## src/rtl/vector_writeback_sequencer.sv

```systemverilog
// Write-back sequencer: drains one captured vector result into the register file
// in LANES-wide beats, applying vl tail handling and the optional execution mask.
module vector_writeback_sequencer #(
  parameter int VECTOR_MASK_LENGTH   = 8,
  parameter int ELEMENT_WIDTH        = 32,
  parameter int LANES                = 2,
  parameter int REGISTER_INDEX_WIDTH = 5,
  parameter int TAIL_AGNOSTIC        = 0
) (
  input  logic                                        clock,
  input  logic                                        reset,
  input  logic                                        request_valid,
  output logic                                        request_ready,
  input  logic [REGISTER_INDEX_WIDTH-1:0]             request_destination,
  input  logic [$clog2(VECTOR_MASK_LENGTH):0]         request_vector_length,
  input  logic                                        request_mask_enable,
  input  logic [VECTOR_MASK_LENGTH-1:0]               request_mask,
  input  logic [VECTOR_MASK_LENGTH*ELEMENT_WIDTH-1:0] request_data,
  output logic                                        write_valid,
  input  logic                                        write_ready,
  output logic [REGISTER_INDEX_WIDTH-1:0]             write_destination,
  output logic [((VECTOR_MASK_LENGTH/LANES) > 1 ? $clog2(VECTOR_MASK_LENGTH/LANES) : 1)-1:0] write_beat_index,
  output logic [LANES*ELEMENT_WIDTH-1:0]              write_data,
  output logic [LANES-1:0]                            write_element_enable,
  output logic                                        complete_valid,
  output logic [REGISTER_INDEX_WIDTH-1:0]             complete_destination
);

  localparam int VL_W   = $clog2(VECTOR_MASK_LENGTH) + 1;
  localparam int BEATS  = VECTOR_MASK_LENGTH / LANES;
  localparam int BEAT_W = (BEATS > 1) ? $clog2(BEATS) : 1;
  localparam int EW     = ELEMENT_WIDTH;

  typedef enum logic [1:0] {
    S_IDLE,
    S_WRITE,
    S_COMPLETE
  } state_t;

  state_t                                r_state;
  state_t                                w_next_state;
  logic [BEAT_W-1:0]                     r_beat;
  logic [REGISTER_INDEX_WIDTH-1:0]       r_dest;
  logic [VL_W-1:0]                       r_vl;
  logic                                  r_mask_en;
  logic [VECTOR_MASK_LENGTH-1:0]         r_mask;
  logic [VECTOR_MASK_LENGTH*EW-1:0]      r_data;
  logic [BEAT_W-1:0]                     w_last_beat;
  logic                                  w_is_last;
  logic                                  w_accept;
  logic [VL_W-1:0]                       w_req_vl;
  logic [LANES*EW-1:0]                   w_lane_data;
  logic [LANES-1:0]                      w_lane_en;

  function automatic logic [VL_W-1:0] clamp_vl(input logic [VL_W-1:0] vl);
    if (vl > VL_W'(VECTOR_MASK_LENGTH)) begin
      return VL_W'(VECTOR_MASK_LENGTH);
    end
    return vl;
  endfunction

  function automatic int elem_index(input logic [BEAT_W-1:0] beat, input int lane);
    return int'(beat) * LANES + lane;
  endfunction

  assign w_accept = (r_state == S_IDLE) && request_valid;
  assign w_req_vl = clamp_vl(request_vector_length);

  // Tail-undisturbed stops at the last beat holding a body element.
  always_comb begin
    if (TAIL_AGNOSTIC != 0) begin
      w_last_beat = BEAT_W'(BEATS - 1);
    end else begin
      w_last_beat = BEAT_W'((int'(r_vl) + LANES - 1) / LANES - 1);
    end
  end

  assign w_is_last = (r_beat == w_last_beat);

  always_comb begin
    w_next_state = r_state;
    case (r_state)
      S_IDLE: begin
        if (request_valid) begin
          if ((w_req_vl == '0) && (TAIL_AGNOSTIC == 0)) begin
            w_next_state = S_COMPLETE;
          end else begin
            w_next_state = S_WRITE;
          end
        end
      end
      S_WRITE: begin
        if (write_ready && w_is_last) begin
          w_next_state = S_COMPLETE;
        end
      end
      S_COMPLETE: w_next_state = S_IDLE;
      default:    w_next_state = S_IDLE;
    endcase
  end

  always_ff @(posedge clock) begin
    if (reset) begin
      r_state <= S_IDLE;
      r_beat  <= '0;
    end else begin
      r_state <= w_next_state;
      if (w_accept) begin
        r_beat <= '0;
      end else if ((r_state == S_WRITE) && write_ready && !w_is_last) begin
        r_beat <= r_beat + BEAT_W'(1);
      end
    end
  end

  // Captured result fields; only meaningful while the FSM is out of IDLE.
  always_ff @(posedge clock) begin
    if (w_accept) begin
      r_dest    <= request_destination;
      r_vl      <= w_req_vl;
      r_mask_en <= request_mask_enable;
      r_mask    <= request_mask;
      r_data    <= request_data;
    end
  end

  always_comb begin
    w_lane_data = '0;
    w_lane_en   = '0;
    if (r_state == S_WRITE) begin
      for (int j = 0; j < LANES; j++) begin
        if (elem_index(r_beat, j) >= int'(r_vl)) begin
          if (TAIL_AGNOSTIC != 0) begin
            w_lane_en[j]            = 1'b1;
            w_lane_data[j*EW +: EW] = '1;
          end
        end else if (!r_mask_en || r_mask[elem_index(r_beat, j)]) begin
          w_lane_en[j]            = 1'b1;
          w_lane_data[j*EW +: EW] = r_data[elem_index(r_beat, j)*EW +: EW];
        end
      end
    end
  end

  assign request_ready        = (r_state == S_IDLE);
  assign write_valid          = (r_state == S_WRITE);
  assign write_destination    = (r_state == S_WRITE) ? r_dest : '0;
  assign write_beat_index     = (r_state == S_WRITE) ? r_beat : '0;
  assign write_data           = w_lane_data;
  assign write_element_enable = w_lane_en;
  assign complete_valid       = (r_state == S_COMPLETE);
  assign complete_destination = (r_state == S_COMPLETE) ? r_dest : '0;

endmodule

```

## config.mk

```make
export PLATFORM = sky130hd
export DESIGN_NAME = vector_writeback_sequencer
export DESIGN_NICKNAME = d
export VERILOG_FILES = /design/src/rtl/vector_writeback_sequencer.sv
export SDC_FILE = /design/constraint.sdc
export NUM_CORES = 1
export LEC_CHECK = 0
export CORE_UTILIZATION = 42
export DETAILED_ROUTE_END_ITERATION = 16
export MAX_ROUTING_LAYER = met4
export PLACE_DENSITY = 0.87
export REMOVE_ABC_BUFFERS = 1
export SYNTH_ARGS = -nofsm -noshare
export SYNTH_HDL_FRONTEND = slang
export SYNTH_SLANG_ARGS = --single-unit
```

## constraint.sdc

```tcl
create_clock -name clock -period 11.3 [get_ports clock]
set_input_delay 2.26 -clock clock [delete_from_list [all_inputs] [get_ports clock]]
set_output_delay 2.26 -clock clock [all_outputs]
set_load 0.03 [all_outputs]
```

==> reports/qor.yml, run 1 <==
floorplanning:
  die_y_um: 163
  core.rowCount: 58
  start_util_pct: 43.1
  die-area_um2: 26600
  die_x_um: 163
  ios: 359
  core_um2: 25300
routing:
  drc_errors: 0
  wirelength_mm: 25.3
  vias: 6093
  drt_iter0_drc: 456
  antenna_left: 0
  viasPerCell: 4.99
  dr.pass1.iters: 4
  wl_per_cell_um: 20.8
cells_and_area:
  drive_gt1_share_pct: 15.9
  regArea_um2: 8320
  layout.nets: 1150
  final_cells: 1220
  final_common_cell: "clkdlybuf4s50_1"
  fillers: 1716
  area_growth_pct: 44.6
  multi_input_area_um2: 2430
  layout_common_cells: "358 x clkdlybuf4s50_1, 274 x edfxtp_1, 62 x mux4_2"
place:
  hpwlAfterDp_mm: 17.5
  dp.cells: 1165
  place.gp.congestion: 0.817
  dp_slack_ps: 5980
  io_buffers: 358
clocking:
  post_cts_buffers: 0
  path_clk_slew_ps: 60
  clk_latency_ps: 540
  clockRootBuffer: "clkbuf_16"
  cts-htree-levels: 1
  post_cts_resized: 0
  cts_tree: "built"
  clock_path_buffers: 3
  numCtsBuffers: 31
  cts.sinks: 278
  hold_buffers: 0
logic_synthesis:
  async_flop_share_pct: 0
  synth.yosys.seq_area_share_pct: 76.2
  syn_avg_cell_area_um2: 22.0
  synth-seq-cells: 278
  netlist_area_um2: 10900
  synth_edf_count: 274
  syn_inst: 495
  synthFlopType: "edfxtp_1"
  yosys_warnings: 0
  synth.distinct_cells: 41
global_routing:
  antenna_found_initial: 0
  overflow: 0
  grt_max_degree: 174
  grt_pass1_vias: 6510
  grt_use_total_pct: 19.4
  grt_pass1_wl_mm: 37.0
critical_path:
  cp-end-kind: "output port"
  path_max_fanout: 40
  worstPathRequired_ps: 9040
  path_class: "flop to output port"
  cp.arrival_ps: 3510
  reg2reg_slack_ps: 8780
  cp-start-kind: "flop"
power_and_ir_drop:
  irDropWorstVdd_mv: 0.140
  power_density_nw_per_um2: 163
  power_leakage_nw: 5.26
sta:
  post-route-period-util_pct: 51.0
  worst_slack_ps: 5530
  clock.fmax_mhz: 173
  min_period_ps: 5770
  setup_viol: 0
  hold_viol_final: 0
  drv_slew: 0
  finClkSkew_ps: 7.98
  grt_setup_unrepaired: "false"
  fin_tns_setup_ps: 0
  tightest_slew_ps: 967
  slew-limit-headroom_pct: 35.5
outcome:
  status: "finished clean"
job:
  drv_cap: 0
min_path:
  hp-class: "flop to flop"
[cell type report]
class	instances	share of cell area, %
Antenna cell	1	0.0159
Sequential cell	278	52.7
Clock buffer	38	5.09
Clock inverter	16	0.984
Timing Repair Buffer	364	23.1
Tap cell	330	2.62
Multi-Input combinational cell	189	15.4
Inverter	4	0.0952
[registers in the layout, indices dropped and copies added, names as in the netlist]
name,count
r_data,256
r_mask,8
r_dest,5
r_vl,4
r_beat,2
r_state,2
r_mask_en,1
[per-stage QoR]
| step | hold WS [ps] | cell area, µm² | util, % | total power, mW |
|---|---|---|---|---|
| after floorplan | 547 | 10800 | - | 1.47 |
| after global placement | 590 | 14800 | 58.5 | 1.63 |
| after detailed placement | 595 | 14800 | 58.5 | 1.64 |
| after CTS | 607 | 15800 | 62.3 | 2.59 |
| after global routing | 649 | 15800 | 62.3 | 2.65 |
| final | 607 | 15800 | 62.3 | 2.57 |
[Yosys cell counts (4+ instances only)]
master    number  area, µm²
clkbuf_1       5       18.8
nor2b_1        7       43.8
and2_1        48        300
buf_2         13       65.1
dfxtp_1        4       80.1
buf_6          4       45.0
mux4_2        62       1400
mux4_1         4        105
and2_4        28        245
edfxtp_1     274       8230
nor2_1         4       15.0
[metal layers]
layer	GRT usage (%)	share of wire (%)
met3	5.49	9.5
met5	-	0
met2	32.7	50
met4	6.16	2.9
met1	22.4	37
[cell families after synthesis]
group | after synthesis | share of synthesized area (%)
buffers and inverters | 28 | 1.57
AO/OA/AOI/OAI | 10 | 0.803
AND/OR/NAND/NOR | 105 | 6.84
flip-flops | 278 | 76.2
XOR/XNOR | 4 | 0.321
multiplexers | 66 | 13.8
adder cells (fa/ha/maj) | 4 | 0.528
[power breakdown]
group	leakage, nW	total, mW	switching [mW]	internal (mW)
clock	0.451	0.953	0.387	0.566
sequential	2.65	1.26	0.0308	1.23
combinational	2.16	0.356	0.156	0.200
total	5.26	2.57	0.574	1.99
[critical path, stage by stage (launching register included)]
cell             delay (ps)
dfxtp_4                 780
buf_4                   750
mux4_1                  630
and2_4                  170
clkdlybuf4s50_1         590
[worst paths after layout]
| path | end | cells after the start | start |
|---|---|---|---|
| max reg2reg | r_beat[1] | 5 | r_beat[1] |
| max | write_data[57] | 4 | r_beat[0] |
| min | r_state[0] | 1 | r_state[1] |
| min reg2reg | r_state[0] | 1 | r_state[1] |
Note: power is estimated with default switching activity, not from simulation.
==> run 2, diff against run 1 <==
--- a/config.mk
+++ b/config.mk
@@ -5,10 +5,10 @@
 export SDC_FILE = /design/constraint.sdc
 export NUM_CORES = 1
 export LEC_CHECK = 0
-export CORE_UTILIZATION = 42
+export CORE_UTILIZATION = 46
 export DETAILED_ROUTE_END_ITERATION = 16
 export MAX_ROUTING_LAYER = met4
-export PLACE_DENSITY = 0.87
+export PLACE_DENSITY = 0.9
 export REMOVE_ABC_BUFFERS = 1
 export SYNTH_ARGS = -nofsm -noshare
 export SYNTH_HDL_FRONTEND = slang
==> constraint.sdc (replaced) <==
create_clock -name clock -period 5.4 [get_ports clock]
set_input_delay 1.08 -clock clock [delete_from_list [all_inputs] [get_ports clock]]
set_output_delay 1.08 -clock clock [all_outputs]
set_load 0.03 [all_outputs]
==> run 2 against run 1 <==
Core utilization rose by 6.4 points. Combinational power grew 110%. Via count rose by 0.97%. Critical path type unchanged.
==> reports/qor.yml, run 2 (same netlist as run 1, synthesis figures left out) <==
routing:
  dr.pass1.iters: 6  # was 4
  wl_per_cell_um: 21.0  # was 20.8 µm
  drt_iter0_drc: 356  # was 456
  viasPerCell: 5.12  # was 4.99
  drc_errors: 0  # unchanged
  vias: 6152  # was 6,093
  antenna_left: 0  # unchanged
  wirelength_mm: 25.3  # about the same
clocking:
  clock_path_buffers: 3  # unchanged
  cts-htree-levels: 1  # unchanged
  clockRootBuffer: "clkbuf_16"  # unchanged
  path_clk_slew_ps: 60  # about the same
  hold_buffers: 0  # unchanged
  post_cts_resized: 0  # unchanged
  cts_tree: "built"  # unchanged
  clk_latency_ps: 530  # was 540 ps
  post_cts_buffers: 0  # unchanged
  cts.sinks: 278  # unchanged
  numCtsBuffers: 29  # was 31
power_and_ir_drop:
  p_int_mw: 4.15  # was 1.99 mW
  power_density_nw_per_um2: 339  # was 163 nW/µm²
  p_comb_share_pct: 14.2  # was 13.9%
  power_leakage_nw: 5.27  # was 5.26 nW
  p_clk_share_pct: 36.5  # was 37.1%
  total_power_mw: 5.33  # was 2.57 mW
  p_seq_share_pct: 49.4  # was 49.0%
  p_sw_mw: 1.17  # was 0.574 mW
  irDropWorstVdd_mv: 0.319  # was 0.140 mV
  switching_share_pct: 22.0  # was 22.3%
sta:
  post-route-period-util_pct: 82.8
  clock.fmax_mhz: 224
  drv_slew: 0  # unchanged
  slew-limit-headroom_pct: 51.3  # was 35.5%
  min_period_ps: 4470
  grt_setup_unrepaired: "false"  # unchanged
  setup_viol: 0  # unchanged
  hold_slack_ps: 642  # was 607 ps
  hold_viol_final: 0  # unchanged
  finClkSkew_ps: 5.33  # was 7.98 ps
  tightest_slew_ps: 730  # was 967 ps
place:
  io_buffers: 358  # unchanged
  hpwlAfterDp_mm: 17.6  # was 17.5 mm
  place.gp.congestion: 0.820  # was 0.817
global_routing:
  overflow: 0  # unchanged
  grt_max_degree: 135  # was 174
  antenna_found_initial: 0  # unchanged
  met1_usage_pct: 23.1  # was 22.4%
  met3_usage_pct: 6.36  # was 5.49%
  met2_usage_pct: 37.2  # was 32.7%
  grt_use_total_pct: 21.4  # was 19.4%
  grt_busiest_layer: "met2"  # unchanged
  grt_pass1_wl_mm: 37.1  # was 37.0 mm
  grt_pass1_vias: 6579  # was 6,510
cells_and_area:
  regMostFlops: "r_data"  # unchanged
  drive_gt1_share_pct: 16.1  # was 15.9%
  largest_registers: "r_data (256), r_mask (8), r_dest (5)"  # unchanged
  layout_common_cells: "358 x clkdlybuf4s50_1, 274 x edfxtp_1, 62 x mux4_2"  # unchanged
  largest_reg_flops: 256  # unchanged
  area_growth_pct: 44.3  # was 44.6%
  insertedDiodeCount: 0  # was 1
  final_common_cell: "clkdlybuf4s50_1"  # unchanged
  layout.nets: 1149  # was 1,150
  utilization_pct: 68.7  # was 62.3%
critical_path:
  critPathTopFamily: "flip-flops"  # was buffers and inverters
  cp_slowest_stage_delay_ps: 760  # was 780 ps
  crit_buf_inv: 1  # was 2
  cp_slowest_cell: "dfxtp_4"  # unchanged
  cp.arrival_ps: 3390  # was 3510 ps
  path_class: "flop to output port"  # unchanged
  worstReg2RegStart: "r_beat[1]"  # unchanged
  cp-start-kind: "flop"  # unchanged
  worstSetupStartpoint: "r_beat[1]"  # was r_beat[0]
  worstPathRequired_ps: 4320  # was 9040 ps
  cp-end-kind: "output port"  # unchanged
  path_max_fanout: 41  # was 40
  crit_chain: "ha_1, nor2b_1, o21bai_1, o2111a_4, and2_4, clkdlybuf4s50_1"  # was buf_4, mux4_1, and2_4, clkdlybuf4s50_1
floorplanning:
  die_y_um: 156  # was 163 µm
  core.rowCount: 55  # was 58
  ios: 359  # unchanged
  die-area_um2: 24300  # was 26,600 µm²
  core_um2: 22900  # was 25,300 µm²
  start_util_pct: 47.6  # was 43.1%
  die_x_um: 156  # was 163 µm
outcome:
  status: "finished clean"  # unchanged
job:
  drv_cap: 0  # unchanged
min_path:
  hp-class: "flop to flop"  # unchanged
  hp-start: "r_state[1]"  # unchanged
## run 2: cell types whose count changed in the layout (fill, tap and decap cells not counted)
cell	change
bufinv_16	+1
clkinv_4	-1
diode_2	-1
buf_12	+1
clkbuf_16	-2
clkinvlp_4	-2
clkinv_1	+1
clkbuf_1	-3
clkinv_2	+5
## run 2: through the flow
step                      instances  setup WS [ps]  cell area, µm²  setup TNS (ps)
after global placement         1149           1550           14800               0
after CTS                      1202            844           15700               0
after floorplan                 471          -4140           10800         -880300
after global routing           1202            740           15700               0
final                          1202            927           15700               0
after detailed placement       1149           1430           14800               0
## run 2: routing by layer
| metal | up-vias | part of all wire, % | wire (µm) |
|---|---|---|---|
| met5 | - | 0 | 0 |
| met4 | 0 | 3.4 | 872 |
| met3 | 58 | 9.8 | 2470 |
| met2 | 338 | 51 | 12900 |
| met1 | 2997 | 36 | 9080 |
| li1 | 2759 | - | - |
## run 2: path summary, 6_finish.rpt
| path | cells after the start | slack (ps) | to |
|---|---|---|---|
| setup / recovery | 6 | 930 | write_data[61] |
| hold / removal | 1 | 640 | r_state[0] |
| setup reg to reg | 5 | 2890 | r_beat[1] |
| hold reg to reg | 1 | 640 | r_state[0] |
## run 2: final cells by class
cell class,count,area (µm²)
sequential,278,8320
multi-input combinational,189,2430
fill,1412,7170
inverter,4,15.0
tap,313,392
timing repair buffer,365,3660
clock buffer,33,741
clock inverter,20,190
## run 2: worst register-to-register path, stage by stage, from the launching register on
cell and delay (ps):
dfxtp_4 760, buf_4 540, xnor2_1 220, xor2_1 220, a221o_1 350, a311o_1 320
## run 2: power groups by stage
stage / combinational (mW) / sequential [mW] / clock, mW
CTS: 0.764 / 2.63 / 1.99
global route: 0.800 / 2.64 / 2.07
global placement: 0.743 / 2.66 / 0
finish: 0.754 / 2.63 / 1.94
floorplan: 0.374 / 2.70 / 0
detailed placement: 0.758 / 2.68 / 0
